[src/rtl/desp_pkg.sv]
// Shared encodings for the 32-bit shift-register datapath and its sequencer.
// Holds the mode lines seen by RegDesp32, the command opcodes and the FSM states.
package desp_pkg;

    localparam logic [1:0] MODO_DESP  = 2'b00;
    localparam logic [1:0] MODO_ROT   = 2'b01;
    localparam logic [1:0] MODO_CARGA = 2'b10;

    localparam logic [1:0] OP_SHIFT    = 2'b00;
    localparam logic [1:0] OP_ROT      = 2'b01;
    localparam logic [1:0] OP_LOAD     = 2'b10;
    localparam logic [1:0] OP_LOAD_ALT = 2'b11;

    typedef enum logic [1:0] {
        ST_IDLE,
        ST_LOAD,
        ST_SHIFT,
        ST_RESULT
    } state_t;

    // Positions to move: zero for either load-only opcode, else clamped to max_cnt.
    function automatic logic [5:0] eff_cnt(input logic [1:0] op,
                                           input logic [5:0] cnt,
                                           input logic [5:0] max_cnt);
        if (op == OP_LOAD || op == OP_LOAD_ALT)
            return 6'd0;
        else if (cnt > max_cnt)
            return max_cnt;
        else
            return cnt;
    endfunction

endpackage

[src/rtl/ctrl_desp32.sv]
// Sequencer for RegDesp32: loads a word, shifts/rotates it N positions while
// capturing each serial-out bit, then presents the result over valid/ready.
module ctrl_desp32
    import desp_pkg::*;
#(
    parameter int MAX_CNT = 32
) (
    input  logic        clk,
    input  logic        rst_n,
    input  logic        cmd_valid,
    output logic        cmd_ready,
    input  logic [1:0]  cmd_op,
    input  logic        cmd_dir,
    input  logic        cmd_sin,
    input  logic [5:0]  cmd_cnt,
    input  logic [31:0] cmd_data,
    input  logic        abort,
    output logic        res_valid,
    input  logic        res_ready,
    output logic [31:0] res_q,
    output logic [31:0] res_sout,
    output logic [5:0]  res_cnt,
    output logic        reg_enb,
    output logic        reg_dir,
    output logic        reg_sin,
    output logic [1:0]  reg_modo,
    output logic [31:0] reg_d,
    input  logic [31:0] reg_q,
    input  logic        reg_sout
);

    localparam logic [5:0] MAX_CNT_W = 6'(MAX_CNT);

    state_t      state_q;
    logic [1:0]  modo_sh_q;
    logic [5:0]  cnt_q;
    logic [5:0]  k_q;
    logic [5:0]  k_d;
    logic [31:0] sout_q;
    logic        reg_enb_q;
    logic        reg_dir_q;
    logic        reg_sin_q;
    logic [1:0]  reg_modo_q;
    logic [31:0] reg_d_q;

    assign k_d = k_q + 6'd1;

    always_ff @(posedge clk or negedge rst_n) begin
        if (!rst_n) begin
            state_q    <= ST_IDLE;
            modo_sh_q  <= MODO_DESP;
            cnt_q      <= '0;
            k_q        <= '0;
            sout_q     <= '0;
            reg_enb_q  <= 1'b0;
            reg_dir_q  <= 1'b0;
            reg_sin_q  <= 1'b0;
            reg_modo_q <= MODO_DESP;
            reg_d_q    <= '0;
        end else begin
            case (state_q)
                ST_IDLE: begin
                    if (cmd_valid) begin
                        state_q    <= ST_LOAD;
                        cnt_q      <= eff_cnt(cmd_op, cmd_cnt, MAX_CNT_W);
                        modo_sh_q  <= (cmd_op == OP_ROT) ? MODO_ROT : MODO_DESP;
                        reg_dir_q  <= cmd_dir;
                        reg_sin_q  <= cmd_sin;
                        reg_enb_q  <= 1'b1;
                        reg_modo_q <= MODO_CARGA;
                        reg_d_q    <= cmd_data;
                    end
                end
                ST_LOAD: begin
                    k_q    <= '0;
                    sout_q <= '0;
                    if (cnt_q != 6'd0) begin
                        state_q    <= ST_SHIFT;
                        reg_modo_q <= modo_sh_q;
                    end else begin
                        state_q    <= ST_RESULT;
                        reg_enb_q  <= 1'b0;
                        reg_modo_q <= MODO_DESP;
                    end
                end
                ST_SHIFT: begin
                    // reg_sout shows the bit leaving on this edge's shift.
                    if (k_q < 6'd32)
                        sout_q[k_q[4:0]] <= reg_sout;
                    k_q <= k_d;
                    if (abort || k_d >= cnt_q) begin
                        state_q    <= ST_RESULT;
                        reg_enb_q  <= 1'b0;
                        reg_modo_q <= MODO_DESP;
                    end
                end
                ST_RESULT: begin
                    if (res_ready)
                        state_q <= ST_IDLE;
                end
                default: state_q <= ST_IDLE;
            endcase
        end
    end

    assign cmd_ready = (state_q == ST_IDLE);
    assign res_valid = (state_q == ST_RESULT);
    assign res_q     = reg_q;
    assign res_sout  = sout_q;
    assign res_cnt   = k_q;
    assign reg_enb   = reg_enb_q;
    assign reg_dir   = reg_dir_q;
    assign reg_sin   = reg_sin_q;
    assign reg_modo  = reg_modo_q;
    assign reg_d     = reg_d_q;

endmodule

[config.mk]
export PLATFORM = sky130hd
export DESIGN_NAME = ctrl_desp32
export DESIGN_NICKNAME = d
export VERILOG_FILES = /design/src/rtl/desp_pkg.sv /design/src/rtl/ctrl_desp32.sv
export SDC_FILE = /design/constraint.sdc
export NUM_CORES = 1
export LEC_CHECK = 0
export CAP_MARGIN = 20
export CORE_ASPECT_RATIO = 1.1
export CORE_MARGIN = 2
export CORE_UTILIZATION = 27
export CTS_CLUSTER_DIAMETER = 40
export CTS_CLUSTER_SIZE = 16
export DETAILED_ROUTE_END_ITERATION = 10
export HOLD_SLACK_MARGIN = 0.02
export SYNTH_ARGS = -nofsm -noshare
export SYNTH_HDL_FRONTEND = slang
export SYNTH_SLANG_ARGS = --single-unit
[constraint.sdc]
create_clock -name clk -period 5.3 [get_ports clk]
set_clock_uncertainty 0.1 [all_clocks]
set_input_delay 1.325 -clock clk [delete_from_list [all_inputs] [get_ports clk]]
set_output_delay 1.325 -clock clk [all_outputs]
set_load 0.01 [all_outputs]
* Yosys cells after proc, flatten, opt, wreduce, memory -nomap -nowiden
Cells that the tools add are included.
Word-level totals: bits in registers 85, bits of input ports 80, logic and storage cells 61
Operators by class: add/sub/neg operators 1, order comparisons 5, equality and inequality tests 11, multiplexer cells 22, reductions and logical operators 12
Operators by type and width (number):
- $pmux W32 S2 | 1
- $bwmux W32 | 1
- $mux W32 | 1
- $mux W2 | 6
- $mux W6 | 2
- $pmux W6 S2 | 1
- $eq A2 B2 Y1 const B | 4
- $ne A2 B2 Y1 const B | 4
- $pmux W2 S4 | 1
- $add A6 B1 Y6 const B | 1
- $ge A6 B6 Y1 | 1
- $gt A6 B6 Y1 const B | 1
- $lt A5 B6 Y1 const B | 1
- $lt A6 B6 Y1 const B | 1
- $mux W1 | 6
- $pmux W2 S3 | 1
- $reduce_and A3 Y1 | 2
- $reduce_bool A6 Y1 | 1
- $demux W1 S5 | 1
- $ge A5 B1 Y1 const B | 1
- $eq A2 B1 Y1 const B | 2
- $reduce_and A2 Y1 | 2
- $reduce_and A4 Y1 | 1
- $pmux W1 S3 | 1
- 6 further kinds | 7

* Depth between registers and ports, before layout
depth after elaboration 7, depth in mapped cells 10, mapped depth without buffers 9

* Worst setup path before layout
No wires, ideal clock.
path kind input-to-output, from input port reg_q[0], to output port res_q[0], arrival time 1.444 ns, setup slack 2.431 ns, cell stages on the path 1, cells stage by stage buf_4
RTL lines:
- from (decl) | RTL line ctrl_desp32.sv:28 | input logic [31:0] reg_q,
- to (decl) | RTL line ctrl_desp32.sv:20 | output logic [31:0] res_q,
No word-level cell between the ends.

* Final worst setup path
from register state_q[0], to output port cmd_ready
On the way: cells in the longest elaborated chain, start to end 1
RTL lines:
- from (decl) | RTL line ctrl_desp32.sv:34 | state_t state_q;
- from (signal assigned) | RTL line ctrl_desp32.sv:50 | state_q <= ST_IDLE;
- from (signal assigned) | RTL line ctrl_desp32.sv:64 | state_q <= ST_LOAD;
- from (signal assigned) | RTL line ctrl_desp32.sv:78 | state_q <= ST_SHIFT;
- $logic_not A2 Y1 | RTL line ctrl_desp32.sv:106 | assign cmd_ready = (state_q == ST_IDLE);
- to (decl) | RTL line ctrl_desp32.sv:11 | output logic cmd_ready,
No other way between the ends.

==> results summary <==
The classification of the worst-slack hold path is flip-flop to flip-flop. After legalization and detailed placement, the total HPWL measured 7.57 mm. The horizontal die dimension is 121 µm. The number of nets at the end of the flow came out at 551. After detailed placement, the design holds a cell count of 641. The TritonCTS clock tree is yes. The maximum number of pins on one net before global-route repair is 85. The shortest period the worst path allows is 3240 ps.

Power spread over the standard cell area amounts to 521 nW/µm². The worst slew margin relative to its limit came out at 0.355. For this block, the via count after detailed routing is 3116. The dominant synthesized flop cell is sky130_fd_sc_hd__dfrtp_1. The footprint of the flip-flops and latches is 2100 µm². The warning count from the yosys run came out at 0. The longest clock path from root to sink contains 2 buffers. STA classifies the critical path startpoint as a flip-flop.

After clock tree synthesis, the clock-pin slew on the worst setup and hold paths is 60 ps. The flow ran to the end, and the final reports show no timing, DRC or antenna violations. The average cell area after synthesis is 11.1 µm². The first global-routing pass estimated 17.2 mm of wire.

The mean number of vias per cell is 4.74. The final routed DRC violation total came out at 0. The number of sinks driven by the clock tree is 84. The area of combinational cells with multiple inputs is 1590 µm². The number of buffers inserted by port buffering is 124. Wires add up to 10.5 mm. For this run, the register share of the synthesized area comes to 0.517.

The initial utilization of the core area, before any placement, comes to 0.273. Counting flops with an async set or reset pin after synthesis yields a share of 1.00. The synthesized design spends more area on one cell type than any other, namely sky130_fd_sc_hd__dfrtp_1. After synthesis, the netlist uses 43 different library cells. The total CTS buffers is 9.

The maximum fanout count along the critical path came out at 6. The total count of hold-check failures in the final report came out at 0. The cell at the root of the clock tree is sky130_fd_sc_hd__clkbuf_16.

The total of fill cells in the finished design is 1466. The synthesized-area fraction occupied by ao, oa, aoi and oai cells came out at 0.155. In this run, synthesis inferred 0 flip-flops with an integrated enable. After clock tree synthesis, the flow added hold-fix buffers numbering 0. The worst-case IR drop observed on VDD is 323 µV. The final setup slack of the worst path is 2060 ps. After global routing the overflow that remains totals 0.

The number of primary I/O pins came out at 189. The total number of H-tree levels is 3. Once placement finished, the instance area stood at 5240 µm².

The data required time of the critical path is 3880 ps. 0 antenna diodes ended up in the layout. The number of antenna violations at the first check in global routing came out at 0. The number of nets in the synthesized netlist is 461. After technology mapping, the gate count stands at 367. The multiplexer fraction of the synthesized cell area came out at 0.110.

Hold is met by 394 ps. The dominant combinational cell family by area after synthesis is compound AO/OA/AOI/OAI gates. The post-cts resize count is 0. Relative to the synthesized area, the layout overhead comes to 38.4%. The synthesized-area fraction occupied by adder cells came out at 0.0431. The post-synthesis instance area came out at 4070 µm². The post-synthesis share of cell area spent on xor and xnor gates is 0.00861. The routability-driven placement congestion ratio is 0.779. The post-synthesis simple-gate area fraction came out at 0.0720. The max-cap check violation count came out at 0. OpenSTA, run right after detailed placement, puts the worst setup slack at 1820 ps. After the first detailed-routing iteration, the DRC count stood at 140. The count of final setup violators is 0. sky130_fd_sc_hd__dfrtp_1 is the most common cell in the netlist. The average detailed-routed wire length per instance is 16.0 µm. The maximum clock frequency came out at 308 MHz. The share of the synthesized area in the top cell type came out at 0.517. The ratio of final minimum period to clock period came out at 0.612. The number of nets still failing antenna checks after routing came out at 0. The core region area is 14900 µm².

The die area came out at 16100 µm². The final non-filler cell area came out at 5630 µm². Sorting the synthesized cells by area gives the leading types as sky130_fd_sc_hd__dfrtp_1 (52%), sky130_fd_sc_hd__mux2_2 (9.7%), sky130_fd_sc_hd__o21ai_0 (6.5%).

The actual transition at the worst max-transition pin is 964 ps. The post-CTS setup buffer count came out at 0. The leakage power of the design came out at 0.00233 µW. The ratio of cells with drive above 1 in the final layout came out at 0.132.

The worst setup path is captured at an output port. The floorplan step set the die height to 133 µm. The max-slew violation total from the final report came out at 0. The commonest cells after synthesis are sky130_fd_sc_hd__dfrtp_1 (84), sky130_fd_sc_hd__o21ai_0 (53), sky130_fd_sc_hd__mux2_2 (35), sky130_fd_sc_hd__buf_4 (33), sky130_fd_sc_hd__nand2_1 (22).

The number of non-filler instances in the completed layout is 658. The latest clock arrival within the worst-skew pair is 340 ps. In the global route stage, overall resource usage came out at 0.137.

Data on the critical path arrives at its endpoint at 1820 ps. The row count is 47. The via count of the first global-routing pass is 3276. Counting flops and latches in the post-synthesis netlist gives 84.

Setup repair after global routing left no endpoint under its margin. The number of detailed-routing iterations run before antenna repair is 4. The start-to-end type of the worst setup path is flip-flop to output port. The sum of negative setup slack is 0 ps.
cell usage in the layout (no fill, tap or decap), types with 7 or more instances in the layout:
cell                              count
sky130_fd_sc_hd__nand2_1             21
sky130_fd_sc_hd__a21oi_1             15
sky130_fd_sc_hd__ha_1                14
sky130_fd_sc_hd__clkdlybuf4s50_1    123
sky130_fd_sc_hd__nand3_1             12
sky130_fd_sc_hd__o21ai_0             53
sky130_fd_sc_hd__inv_1               16
sky130_fd_sc_hd__o211ai_1            15
sky130_fd_sc_hd__mux2_2              35
sky130_fd_sc_hd__clkbuf_16            9
sky130_fd_sc_hd__nor2_1               7
sky130_fd_sc_hd__dfrtp_1             84
metrics by stage:
step / util / total power [µW]
detailed placement: 0.352 / 2180
floorplan: - / 1670
CTS: 0.377 / 2970
global placement: 0.352 / 2150
finish: 0.378 / 2930
global route: 0.378 / 3130
where the power goes:
group	switching [µW]	leakage (µW)	total, µW	internal, µW
Combinational	573	0.00107	1200	630
Clock	252	0.000177	774	521
Sequential	121	0.00109	956	835
Total	947	0.00233	2930	1990
per-layer routing:
layer	GRT usage	up-vias	part of all wire
li1	-	1457	-
met1	0.173	1488	0.42
met2	0.206	147	0.46
met3	0.0522	24	0.096
met4	0.0614	0	0.023
met5	0	-	0
registers in the layout, summed over array words and instances, names as in the netlist, 2 cells and up:
register and cells:
state_q 2, res_cnt 6, cnt_q 6, reg_d 32, res_sout 32, reg_modo 2
logic make-up (layout without fill, tap and decap cells):
group                      count (synthesis)  in the layout
AOI/OAI and AO/OA                        103            103
DFF                                       84             84
buffers and inverters                     63            158
and+or+nand+nor                           59             59
muxes                                     40             40
adders and majority gates                 14             14
xor gates and xnor gates                   4              4
worst max-delay path: stages, from the launching register on:
cell,delay [ps]
sky130_fd_sc_hd__dfrtp_1,420
sky130_fd_sc_hd__inv_1,140
sky130_fd_sc_hd__ha_1,320
sky130_fd_sc_hd__clkdlybuf4s50_1,590
final cells by class:
type | instances | share of cell area
clock buffer | 12 | 0.0438
clock inverter | 4 | 0.0213
inverter | 17 | 0.0113
multi-input combinational | 220 | 0.282
sequential | 84 | 0.373
tap | 196 | 0.0436
timing repair buffer | 125 | 0.225
path summary, 6_finish.rpt:
path                                          start                        to  slack [ps]  cells past startpoint
min in group asynchronous                     rst_n     reg_d[25]$_DFFE_PN0P_         830                      1
max in group asynchronous                     rst_n  res_sout[28]$_DFFE_PN0P_        3660                      2
min reg2reg                modo_sh_q[0]$_DFFE_PN0P_  modo_sh_q[0]$_DFFE_PN0P_         390                      2
max                          state_q[0]$_DFFE_PN0P_                 cmd_ready        2060                      3
min                        modo_sh_q[0]$_DFFE_PN0P_  modo_sh_q[0]$_DFFE_PN0P_         390                      2
max reg2reg                  res_cnt[2]$_DFFE_PN0N_   reg_modo[1]$_DFFE_PN0P_        2330                      9
(Power assumes the default switching activity.)
